`config.mk`:
```
export PLATFORM = sky130hd
export DESIGN_NAME = cv_tmds_serializer
export DESIGN_NICKNAME = d
export VERILOG_FILES = /design/src/rtl/cv_tmds_pkg.sv /design/src/rtl/cv_tmds_shift10.sv /design/src/rtl/cv_tmds_serializer.sv
export SDC_FILE = /design/constraint.sdc
export NUM_CORES = 1
export LEC_CHECK = 0
export CAP_MARGIN = 20
export CORE_MARGIN = 2
export CORE_UTILIZATION = 55
export CTS_BUF_LIST = sky130_fd_sc_hd__clkbuf_4 sky130_fd_sc_hd__clkbuf_8
export DETAILED_ROUTE_END_ITERATION = 8
export PLACE_DENSITY_LB_ADDON = 0.08
export SLEW_MARGIN = 20
export SYNTH_ARGS = -nofsm -noshare
export SYNTH_HDL_FRONTEND = slang
export SYNTH_SLANG_ARGS = --single-unit
```
`constraint.sdc`:
```
create_clock -name clk -period 3.7 [get_ports clk]
set_input_delay 0.925 -clock clk [delete_from_list [all_inputs] [get_ports clk]]
set_output_delay 0.925 -clock clk [all_outputs]
set_load 0.01 [all_outputs]
```
`src/rtl/cv_tmds_pkg.sv`:
```
`default_nettype none
// ============================================================================
// Module      : cv_tmds_pkg
// Description : Shared TMDS symbol width, control/guard-band symbols and
//               bit-phase constants for the cv_tmds serializer slice.
// Revision    : 1.0 - initial release
// ============================================================================
package cv_tmds_pkg;

    localparam int SYM_W = 10;
    typedef logic [SYM_W-1:0] sym_t;

    // TMDS control symbols, indexed by {C1,C0}
    localparam sym_t CTRL_00 = 10'b1101010100;
    localparam sym_t CTRL_01 = 10'b0010101011;
    localparam sym_t CTRL_10 = 10'b0101010100;
    localparam sym_t CTRL_11 = 10'b1010101011;

    localparam sym_t CLK_PATTERN = 10'b1111100000;

    localparam sym_t VGB_RB = 10'b1011001100;
    localparam sym_t VGB_G  = 10'b0100110011;
    localparam sym_t DIGB   = 10'b0100110011;

    localparam int             PH_W    = 4;
    localparam logic [PH_W-1:0] PH_LAST = 4'd9;

    function automatic sym_t ctrl_sym(input logic [1:0] c);
        sym_t s;
        case (c)
            2'b00:   s = CTRL_00;
            2'b01:   s = CTRL_01;
            2'b10:   s = CTRL_10;
            default: s = CTRL_11;
        endcase
        return s;
    endfunction

endpackage
`default_nettype wire

```
`src/rtl/cv_tmds_shift10.sv`:
```
`default_nettype none
// ============================================================================
// Module      : cv_tmds_shift10
// Description : 10-bit load/shift register presenting one TMDS bit per clock.
// Revision    : 1.0 - initial release
// ============================================================================
module cv_tmds_shift10
    import cv_tmds_pkg::*;
#(
    parameter bit   LSB_FIRST = 1'b1,
    parameter sym_t RST_VAL   = CTRL_00
) (
    input  logic clk,
    input  logic reset_n,
    input  logic load,
    input  sym_t din,
    output logic dout
);

    sym_t r_sh;
    sym_t w_shifted;

    // Vacated bits are never transmitted before the next load
    generate
        if (LSB_FIRST) begin : g_lsb
            assign w_shifted = {1'b0, r_sh[SYM_W-1:1]};
            assign dout      = r_sh[0];
        end else begin : g_msb
            assign w_shifted = {r_sh[SYM_W-2:0], 1'b0};
            assign dout      = r_sh[SYM_W-1];
        end
    endgenerate

    always_ff @(posedge clk or negedge reset_n) begin
        if (!reset_n) begin
            r_sh <= RST_VAL;
        end else if (load) begin
            r_sh <= din;
        end else begin
            r_sh <= w_shifted;
        end
    end

endmodule
`default_nettype wire

```
`src/rtl/cv_tmds_serializer.sv`:
```
`default_nettype none
// ============================================================================
// Module      : cv_tmds_serializer
// Description : Bit-clock TMDS serializer for R/G/B plus clock channel, with
//               idle-symbol insertion and sticky underrun detection.
// Revision    : 1.0 - initial release
// ============================================================================
module cv_tmds_serializer
    import cv_tmds_pkg::*;
#(
    parameter int   LSB_FIRST   = 1,
    parameter sym_t IDLE_SYM    = cv_tmds_pkg::CTRL_00,
    parameter sym_t CLK_PATTERN = cv_tmds_pkg::CLK_PATTERN
) (
    input  logic            clk,
    input  logic            reset_n,
    input  logic            sym_valid,
    output logic            sym_ready,
    input  sym_t            sym_r,
    input  sym_t            sym_g,
    input  sym_t            sym_b,
    output logic            ser_r,
    output logic            ser_g,
    output logic            ser_b,
    output logic            ser_clk,
    output logic [PH_W-1:0] phase,
    output logic            underrun,
    input  logic            underrun_clr
);

    localparam bit c_lsb_first = (LSB_FIRST != 0);

    logic [PH_W-1:0] r_phase;
    logic            r_ready;
    logic            r_primed;
    logic            r_underrun;

    logic [PH_W-1:0] w_phase_nxt;
    logic            w_load;
    logic            w_underrun_set;
    sym_t            w_din_r;
    sym_t            w_din_g;
    sym_t            w_din_b;

    assign w_load      = (r_phase == PH_LAST);
    assign w_phase_nxt = w_load ? '0 : r_phase + 1'b1;

    // Underrun only counts once a real symbol has been accepted
    assign w_underrun_set = w_load && !sym_valid && r_primed;

    assign w_din_r = sym_valid ? sym_r : IDLE_SYM;
    assign w_din_g = sym_valid ? sym_g : IDLE_SYM;
    assign w_din_b = sym_valid ? sym_b : IDLE_SYM;

    always_ff @(posedge clk or negedge reset_n) begin
        if (!reset_n) begin
            r_phase <= '0;
            r_ready <= 1'b0;
        end else begin
            r_phase <= w_phase_nxt;
            r_ready <= (w_phase_nxt == PH_LAST);
        end
    end

    always_ff @(posedge clk or negedge reset_n) begin
        if (!reset_n) begin
            r_primed   <= 1'b0;
            r_underrun <= 1'b0;
        end else begin
            if (w_load && sym_valid) begin
                r_primed <= 1'b1;
            end
            if (w_underrun_set) begin
                r_underrun <= 1'b1;
            end else if (underrun_clr) begin
                r_underrun <= 1'b0;
            end
        end
    end

    cv_tmds_shift10 #(
        .LSB_FIRST (c_lsb_first),
        .RST_VAL   (IDLE_SYM)
    ) u_shift_r (
        .clk     (clk),
        .reset_n (reset_n),
        .load    (w_load),
        .din     (w_din_r),
        .dout    (ser_r)
    );

    cv_tmds_shift10 #(
        .LSB_FIRST (c_lsb_first),
        .RST_VAL   (IDLE_SYM)
    ) u_shift_g (
        .clk     (clk),
        .reset_n (reset_n),
        .load    (w_load),
        .din     (w_din_g),
        .dout    (ser_g)
    );

    cv_tmds_shift10 #(
        .LSB_FIRST (c_lsb_first),
        .RST_VAL   (IDLE_SYM)
    ) u_shift_b (
        .clk     (clk),
        .reset_n (reset_n),
        .load    (w_load),
        .din     (w_din_b),
        .dout    (ser_b)
    );

    cv_tmds_shift10 #(
        .LSB_FIRST (c_lsb_first),
        .RST_VAL   (CLK_PATTERN)
    ) u_shift_clk (
        .clk     (clk),
        .reset_n (reset_n),
        .load    (w_load),
        .din     (CLK_PATTERN),
        .dout    (ser_clk)
    );

    assign phase     = r_phase;
    assign sym_ready = r_ready;
    assign underrun  = r_underrun;

endmodule
`default_nettype wire

```
# == After elaboration in Yosys (flattened, before gate mapping) ==
# Index checks and enable logic that the tools add are counted.
# totals
regBits,47
latch_bits,0
ram_bits,0
romBits,0
input_bits,34
out_inout_bits,10
word_cells,26
mem_count,0
# op_classes
add_sub_neg,1
multipliers,0
n_div,0
magnitude_cmp,0
eq_ne,2
shift,0
muxes,10
n_bitwise,0
n_reduce_logical,5
# ops
cell,n
$mux 10,7
$eq 4x4->1 const B,2
$add 4x1->4 const B,1
$mux 4,1
$logic_and 1x1->1,3
$mux 1,2
$reduce_bool 2->1,1
$logic_not 1->1,1

# == Logic depth before layout (Yosys ltp) ==
# Gate-level depths: netlist of run 1.
# logic_depth
word_depth,4
depth_mapped,5
ltp_nobuf,4

# == Cells and area by module ==
# From an unflattened synthesis of run 1, not the netlist that was laid out.
# hier_totals
hier_cells,144
hier_area_um2,2140.8
# modules_own_cells
mod,instances,cells_per_inst,area_each_um2,seq_area_each_um2
cv_tmds_shift10,4,21,410.4,256.5
cv_tmds_serializer,1,60,499.2,175.2

# == Least setup slack after synthesis of run 1 ==
# Ideal clock, no wire load.
# synth_timing
kind,reg-to-output
from,reg r_phase[0] (netlist: phase[0])
to,out phase[0]
t_arrival_ps,476
t_required_ps,2775
setup_slack_ps,2299
path_stages_with_launch,1
path_buffers,0
cell_sequence,dfrtp_1
# synth_rtl
element,line,text
from (decl),cv_tmds_serializer.sv:33,logic [PH_W-1:0] r_phase;
from (signal assigned),cv_tmds_serializer.sv:60,r_phase <= w_phase_nxt;
to (decl),cv_tmds_serializer.sv:26,"output logic [PH_W-1:0] phase,"
# No word-level cell between the ends.

# == Final worst setup path of run 1 ==
# layout_timing
from,reg r_phase[0] (netlist: phase[0])
to,out phase[0]
# No word-level cell between the ends.

==> summary.md, run 1 <==
| Metric | Value |
|---|---|
| Synth Area in Adders | `0%` |
| Reg2Reg Setup Slack | `1.89 ns` |
| Share of cells above drive strength 1 | `16.0%` |
| Seq/Total Area, Yosys | `64.8%` |
| Max-slew violations | `0` |
| CP Depth | `1` |
| Synth top area share | `36.4%` |
| Main synth FF type | `dfrtp_1` |
| Top post-synthesis cells by count | `nand2_1 (33), dfrtp_1 (27), dfstp_2 (20)` |
| Crit path kind | `register to primary output` |
| DR WL/cell | `12.1 um` |
| Post-synth ARST share | `100%` |
| Net count after synthesis | `205` |
| Clk buf depth | `2` |
| First-pass GRT wire length | `4.97 mm` |
| Total core area | `3280 um2` |
| GR Util All Layers | `18.0%` |
| CTS tree | `built` |
| I/O Pins | `44` |
| CP Buf/Inv Count | `1` |
| Mapped cell area | `1850 um2` |
| CP max-delay cell | `clkdlybuf4s50_1` |
| Syn Inst Count | `171` |
| DR vias | `1269` |
| Fin worst setup slack | `1.33 ns` |
| Largest net degree at the start of global routing | `48` |
| Synth Area per Inst | `10.8 um2` |
| Number of buffers created by CTS | `5` |
| Clock Skews | `0.0122 ns` |
| Worst R2R Path Depth | `4` |
| CP endpoint kind | `primary output` |
| ANT nets after route | `0` |
| GP Congestion | `0.600` |
| Min-Delay Path Class | `register to register` |
| Vias in the first global route | `1143` |
| I/O Buffers | `43` |
| Crit Path Max Fanout | `7` |
| Via density | `4.92` |
| Initial antenna violation count | `0` |
| CTS-repair resized insts | `0` |
| Library cells used by synthesis | `24` |
| Max Clock Freq | `422 MHz` |
| Initial DRT Pass Iterations | `4` |
| Cell taking the most area after synthesis | `dfrtp_1` |
| Post-CTS setup buffer count | `0` |
| # H-tree levels | `2` |
| Simple-Gate Fraction of Synth Area | `19.2%` |
| Max-Cap Viols | `0` |
| Synth area leaders | `dfrtp_1 (36%), dfstp_2 (28%), nand2_1 (6.7%)` |
| PwrDens | `410 nW/um2` |
| Outcome | `completed` |
| DRT iter0 DRCs | `73` |
| Area grow syn2layout | `27.2%` |
| Initial Util | `56.5%` |
| Hold path cells | `2` |
| Crit path largest cell delay | `0.59 ns` |
| Grt total ovfl | `0` |
| Final Hold Viols | `0` |
| Fraction of synthesized cell area in xor and xnor cells | `0.472%` |
| Crit path cell chain | `clkdlybuf4s50_1` |
| VDD IR max | `275 uV` |
| Lkg Pwr | `1.14 nW` |
| Worst-margin pin slew | `1.12 ns` |
| Final WL | `3.11 mm` |
| Diode count | `0` |
| DP HPWL | `1.98 mm` |
| Cell with the most instances after synthesis | `nand2_1` |
| Ys Warns | `0` |
| Number of fillers in the final layout | `266` |
| Final setup viols | `0` |
| Die Area | `3850 um2` |
| Skew-Pair Late Insertion Delay | `0.36 ns` |
| Reg area | `1200 um2` |
| Final setup TNS | `0 ns` |
| Synth Area in Compound Gates | `6.14%` |
| Total Power | `0.967 mW` |
| Critical Path RT | `2.77 ns` |
| #FFs+latches synth | `47` |
| Rel. slew slack | `25.2%` |
| Pre-CTS WS | `1.15 ns` |
| Endpoint arrival time on the critical path | `1.44 ns` |
| Minimum clock period | `2.37 ns` |
| Layout net count | `245` |
| # hold bufs at CTS | `0` |
| Cell Rows | `21` |
| Mux cell area share after synthesis | `0.607%` |
| RSZ-0062 raised after global routing | `false` |
| Clk sink count | `47` |
| Number of synthesized flops with an enable pin | `0` |
| Drc violations | `0` |
| Reg clk slew, reported paths | `0.14 ns` |
| Largest family of logic cells by synthesized area | `simple AND/OR/NAND/NOR gates` |
| Die height | `62.1 um` |
| Chip width | `62.1 um` |
| Final Cycle Share | `64.0%` |
| Clock root cell | `clkbuf_4` |
| Area taken by multi-input logic gates | `489 um2` |
| Startpoint Class | `register` |
| Top Family by Delay on Critical Path | `buffers and inverters` |
-- metrics by stage --
stage	instances	hold WS, ns	util [%]	area, um2
final	258	0.453	71.8	2360
after global routing	258	0.494	71.8	2360
after CTS	258	0.457	71.7	2360
after detailed placement	250	0.426	68.5	2250
after global placement	250	0.418	68.5	2250
after floorplan	171	0.414	-	1850
-- power breakdown --
group          total (mW)  leakage, nW  switching, mW  internal, mW
Sequential          0.519        0.564       0.000353         0.519
Combinational      0.0709        0.521         0.0293        0.0416
Clock               0.377       0.0559          0.158         0.218
Total               0.967         1.14          0.188         0.779
-- path summary, 6_finish.rpt --
kind | end | from
max in group asynchronous | u_shift_g.r_sh[9] | reset_n
worst max-delay path | phase[0] | phase[0]
worst max register to register | u_shift_b.r_sh[5] | phase[2]
worst min-delay path | u_shift_b.r_sh[0] | u_shift_b.r_sh[1]
worst min register to register | u_shift_b.r_sh[0] | u_shift_b.r_sh[1]
min in group asynchronous | u_shift_clk.r_sh[0] | reset_n
-- placed cells by master, fill, tap and decap left out, types with 2 or more instances in the layout --
master | synthesis | final
dfstp_2 | 20 | 20
a31oi_1 | 12 | 12
inv_1 | 19 | 19
and2_4 | 2 | 2
nand3_1 | 15 | 15
nor2_1 | 13 | 13
clkdlybuf4s50_1 | 0 | 42
a21oi_1 | 3 | 3
and2_1 | 3 | 3
clkbuf_4 | 0 | 6
bufinv_16 | 0 | 2
dfrtp_1 | 27 | 27
nand2_1 | 33 | 33
nand2b_1 | 4 | 4
-- routing by layer --
| layer | global-route usage, % | routed length [um] |
|---|---|---|
| met5 | 0 | 0 |
| met4 | 7.29 | 44 |
| met1 | 25.2 | 1410 |
| met3 | 5.59 | 170 |
| met2 | 26.3 | 1480 |
-- sequential cells by signal, summed over array words and instances, names as in the netlist --
name,cells
u_shift_b.r_sh,10
u_shift_clk.r_sh,10
u_shift_g.r_sh,10
u_shift_r.r_sh,10
phase,4
r_primed,1
sym_ready,1
underrun,1
-- cells by family after synthesis --
group,count (synthesis)
simple gates,74
flops,47
buf+inv,30
compound gates,18
xor+xnor,1
mux,1
-- final cells by class --
type	instances	share of cell area, %
Clock buffer	6	1.91
Clock inverter	2	2.55
Inverter	20	3.29
Multi-Input combinational cell	94	20.7
Sequential cell	47	50.9
Tap cell	46	2.44
Timing Repair Buffer	43	18.1
No activity file was read; power rests on OpenSTA's default activity.
==> run 2: changes to the inputs <==
--- a/config.mk
+++ b/config.mk
@@ -7,7 +7,7 @@
 export LEC_CHECK = 0
 export CAP_MARGIN = 20
 export CORE_MARGIN = 2
-export CORE_UTILIZATION = 55
+export CORE_UTILIZATION = 51
 export CTS_BUF_LIST = sky130_fd_sc_hd__clkbuf_4 sky130_fd_sc_hd__clkbuf_8
 export DETAILED_ROUTE_END_ITERATION = 8
 export PLACE_DENSITY_LB_ADDON = 0.08
==> constraint.sdc (replaced) <==
create_clock -name clk -period 2.2 [get_ports clk]
set_input_delay 0.55 -clock clk [delete_from_list [all_inputs] [get_ports clk]]
set_output_delay 0.55 -clock clk [all_outputs]
set_load 0.01 [all_outputs]
==> run 2 against run 1 <==
Net effect:
- die area increased by 7.3%
- critical path depth unchanged
- power is 43% higher
- sequential cell count stayed put
- clock power rose by 3%
- sequential share of layout area increased by 0.44 points
- first-iteration DRC count up 6.8%
- critical endpoint unchanged
- critical path type unchanged
==> summary.md, run 2 (synthesis gave the netlist of run 1 again) <==
| Metric | Value |
|---|---|
| GP Congestion | `0.712 (+19%)` |
| Vias in the first global route | `1247 (+9.1%)` |
| Top Family by Delay on Critical Path | `buffers and inverters` |
| Cell Rows | `21 (unchanged)` |
| Number of fillers in the final layout | `263 (-1.1%)` |
| Min-Delay Path Class | `input port to async pin` |
| Final Hold Viols | `0 (unchanged)` |
| DR WL/cell | `12.6 um (+4.1%)` |
| Layout net count | `249 (+1.6%)` |
| Share of cells above drive strength 1 | `17.6% (+1.6 points)` |
| Reg clk slew, reported paths | `0.12 ns (-0.02 ns)` |
| I/O Buffers | `43 (unchanged)` |
| Worst-margin pin slew | `0.391 ns (-0.727 ns)` |
| Outcome | `completed` |
| CTS-repair resized insts | `0 (unchanged)` |
| Hold slack | `0.116 ns (-0.337 ns)` |
| Max Clock Freq | `501 MHz` |
| Initial Util | `54.3% (-2.2 points)` |
| Crit Path Max Fanout | `7 (unchanged)` |
| Final setup TNS | `0 ns (unchanged)` |
| CTS tree | `built` |
| ANT nets after route | `0 (unchanged)` |
| VDD IR max | `324 uV (+18%)` |
| Number of buffers created by CTS | `5 (unchanged)` |
| Crit path largest cell delay | `0.59 ns (about the same)` |
| CP max-delay cell | `clkdlybuf4s50_1` |
| # H-tree levels | `2 (unchanged)` |
| DRT iter0 DRCs | `78 (+6.8%)` |
| Die Area | `4130 um2 (+7.3%)` |
| Commonest non-fill, non-tap cell in the layout | `clkdlybuf4s50_1` |
| Crit Reg-Reg Endpoint | `u_shift_g.r_sh[2]` |
| Most frequent cells in the layout | `clkdlybuf4s50_1 (42), nand2_1 (33), dfrtp_1 (27)` |
| GR peak layer | `met2` |
| Final WL | `3.29 mm (+5.7%)` |
| Max-Cap Viols | `0 (unchanged)` |
| Rel. slew slack | `73.9% (+49 points)` |
| Clock Skews | `0.00436 ns (-0.00783 ns)` |
| Endpoint arrival time on the critical path | `1.45 ns (about the same)` |
| I/O Pins | `44 (unchanged)` |
| Clk buf depth | `2 (unchanged)` |
| Initial antenna violation count | `0 (unchanged)` |
| Lkg Pwr | `1.14 nW (about the same)` |
| Total core area | `3420 um2 (+4.0%)` |
| Initial DRT Pass Iterations | `4 (unchanged)` |
| CP Buf/Inv Count | `1 (unchanged)` |
| Inst Count DP | `254 (+1.6%)` |
| DP HPWL | `2.34 mm (+18%)` |
| Pre-CTS WS | `0.567 ns (-0.588 ns)` |
| Largest net degree at the start of global routing | `42 (-13%)` |
| Minimum clock period | `2.00 ns` |
| Drc violations | `0 (unchanged)` |
| Met1 usage | `22.9% (-2.3 points)` |
| Final Cycle Share | `90.8%` |
| Chip width | `64.3 um (+3.6%)` |
| PwrDens | `592 nW/um2 (+45%)` |
| GR Layer Usage met2 | `29.8% (+3.5 points)` |
| CP endpoint kind | `primary output` |
| First-pass GRT wire length | `5.61 mm (+13%)` |
| Met3 Use GR | `4.75% (-0.84 points)` |
| Crit path kind | `register to primary output` |
| RR Startpoint | `phase[1]` |
| Diode count | `0 (unchanged)` |
| Clk sink count | `47 (unchanged)` |
| # hold bufs at CTS | `0 (unchanged)` |
| Finished Layout Cells | `262 (+1.6%)` |
| Post-CTS setup buffer count | `0 (unchanged)` |
| Grt total ovfl | `0 (unchanged)` |
| Max-slew violations | `0 (unchanged)` |
| Critical Path RT | `1.65 ns (-1.12 ns)` |
| Final setup viols | `0 (unchanged)` |
| Clock root cell | `clkbuf_4` |
| Crit path cell chain | `clkdlybuf4s50_1` |
| GR Util All Layers | `18.0% (about the same)` |
| Reg2Reg Setup Slack | `0.65 ns (-1.24 ns)` |
| DR vias | `1286 (+1.3%)` |
| Die height | `64.3 um (+3.6%)` |
| Area grow syn2layout | `26.1%` |
| Worst R2R Path Depth | `4 (unchanged)` |
| Skew-Pair Late Insertion Delay | `0.34 ns (-0.02 ns)` |
| Fin worst setup slack | `0.202 ns (-1.13 ns)` |
| Via density | `4.91 (-0.21%)` |
| Total Power | `1.38 mW (+43%)` |
| RSZ-0062 raised after global routing | `false` |
| Startpoint Class | `register` |
[run 2: cell types whose count changed in the layout (fill, tap and decap cells not counted)]
cell and change:
buf_2 +1, buf_4 +3, bufinv_16 -2, clkbuf_4 +1
clkinv_2 +1
[run 2: final cells by class]
class	instances	area (um2)	share of cell area, %
inverters	20	77.6	3.32
clock inverters	1	5.00	0.214
multi-input cells	94	489	20.9
clock buffers	7	52.6	2.25
flip-flops and latches	47	1200	51.4
repair buffers	47	455	19.5
well taps	46	57.6	2.46
[run 2: metrics by stage]
step | instance area [um2] | util, %
floorplan | 1850 | -
global placement | 2280 | 66.8
detailed placement | 2280 | 66.8
CTS | 2340 | 68.5
global route | 2340 | 68.5
finish | 2340 | 68.5
[run 2: routing by layer]
| metal | up-vias | part of all wire [%] | wire [um] |
|---|---|---|---|
| li1 | 627 | - | - |
| met1 | 616 | 43 | 1420 |
| met2 | 39 | 50 | 1660 |
| met3 | 4 | 5.3 | 173 |
| met4 | 0 | 1.1 | 36 |
| met5 | - | 0 | 0 |
[run 2: worst max path at each step]
stage | startpoint | to | cells past startpoint
floorplan | phase[2] | u_shift_clk.r_sh[3] | 4
global placement | phase[0] | phase[0] | 1
detailed placement | sym_valid | underrun | 3
CTS | phase[0] | phase[0] | 1
global route | phase[0] | phase[0] | 1
finish | phase[0] | phase[0] | 1
[run 2: power by group]
part / switching, mW / internal (mW) / leakage, nW / total [mW]
clock: 0.240 / 0.150 / 0.0361 / 0.390
sequential: 0.000597 / 0.872 / 0.564 / 0.873
combinational: 0.0500 / 0.0724 / 0.540 / 0.122
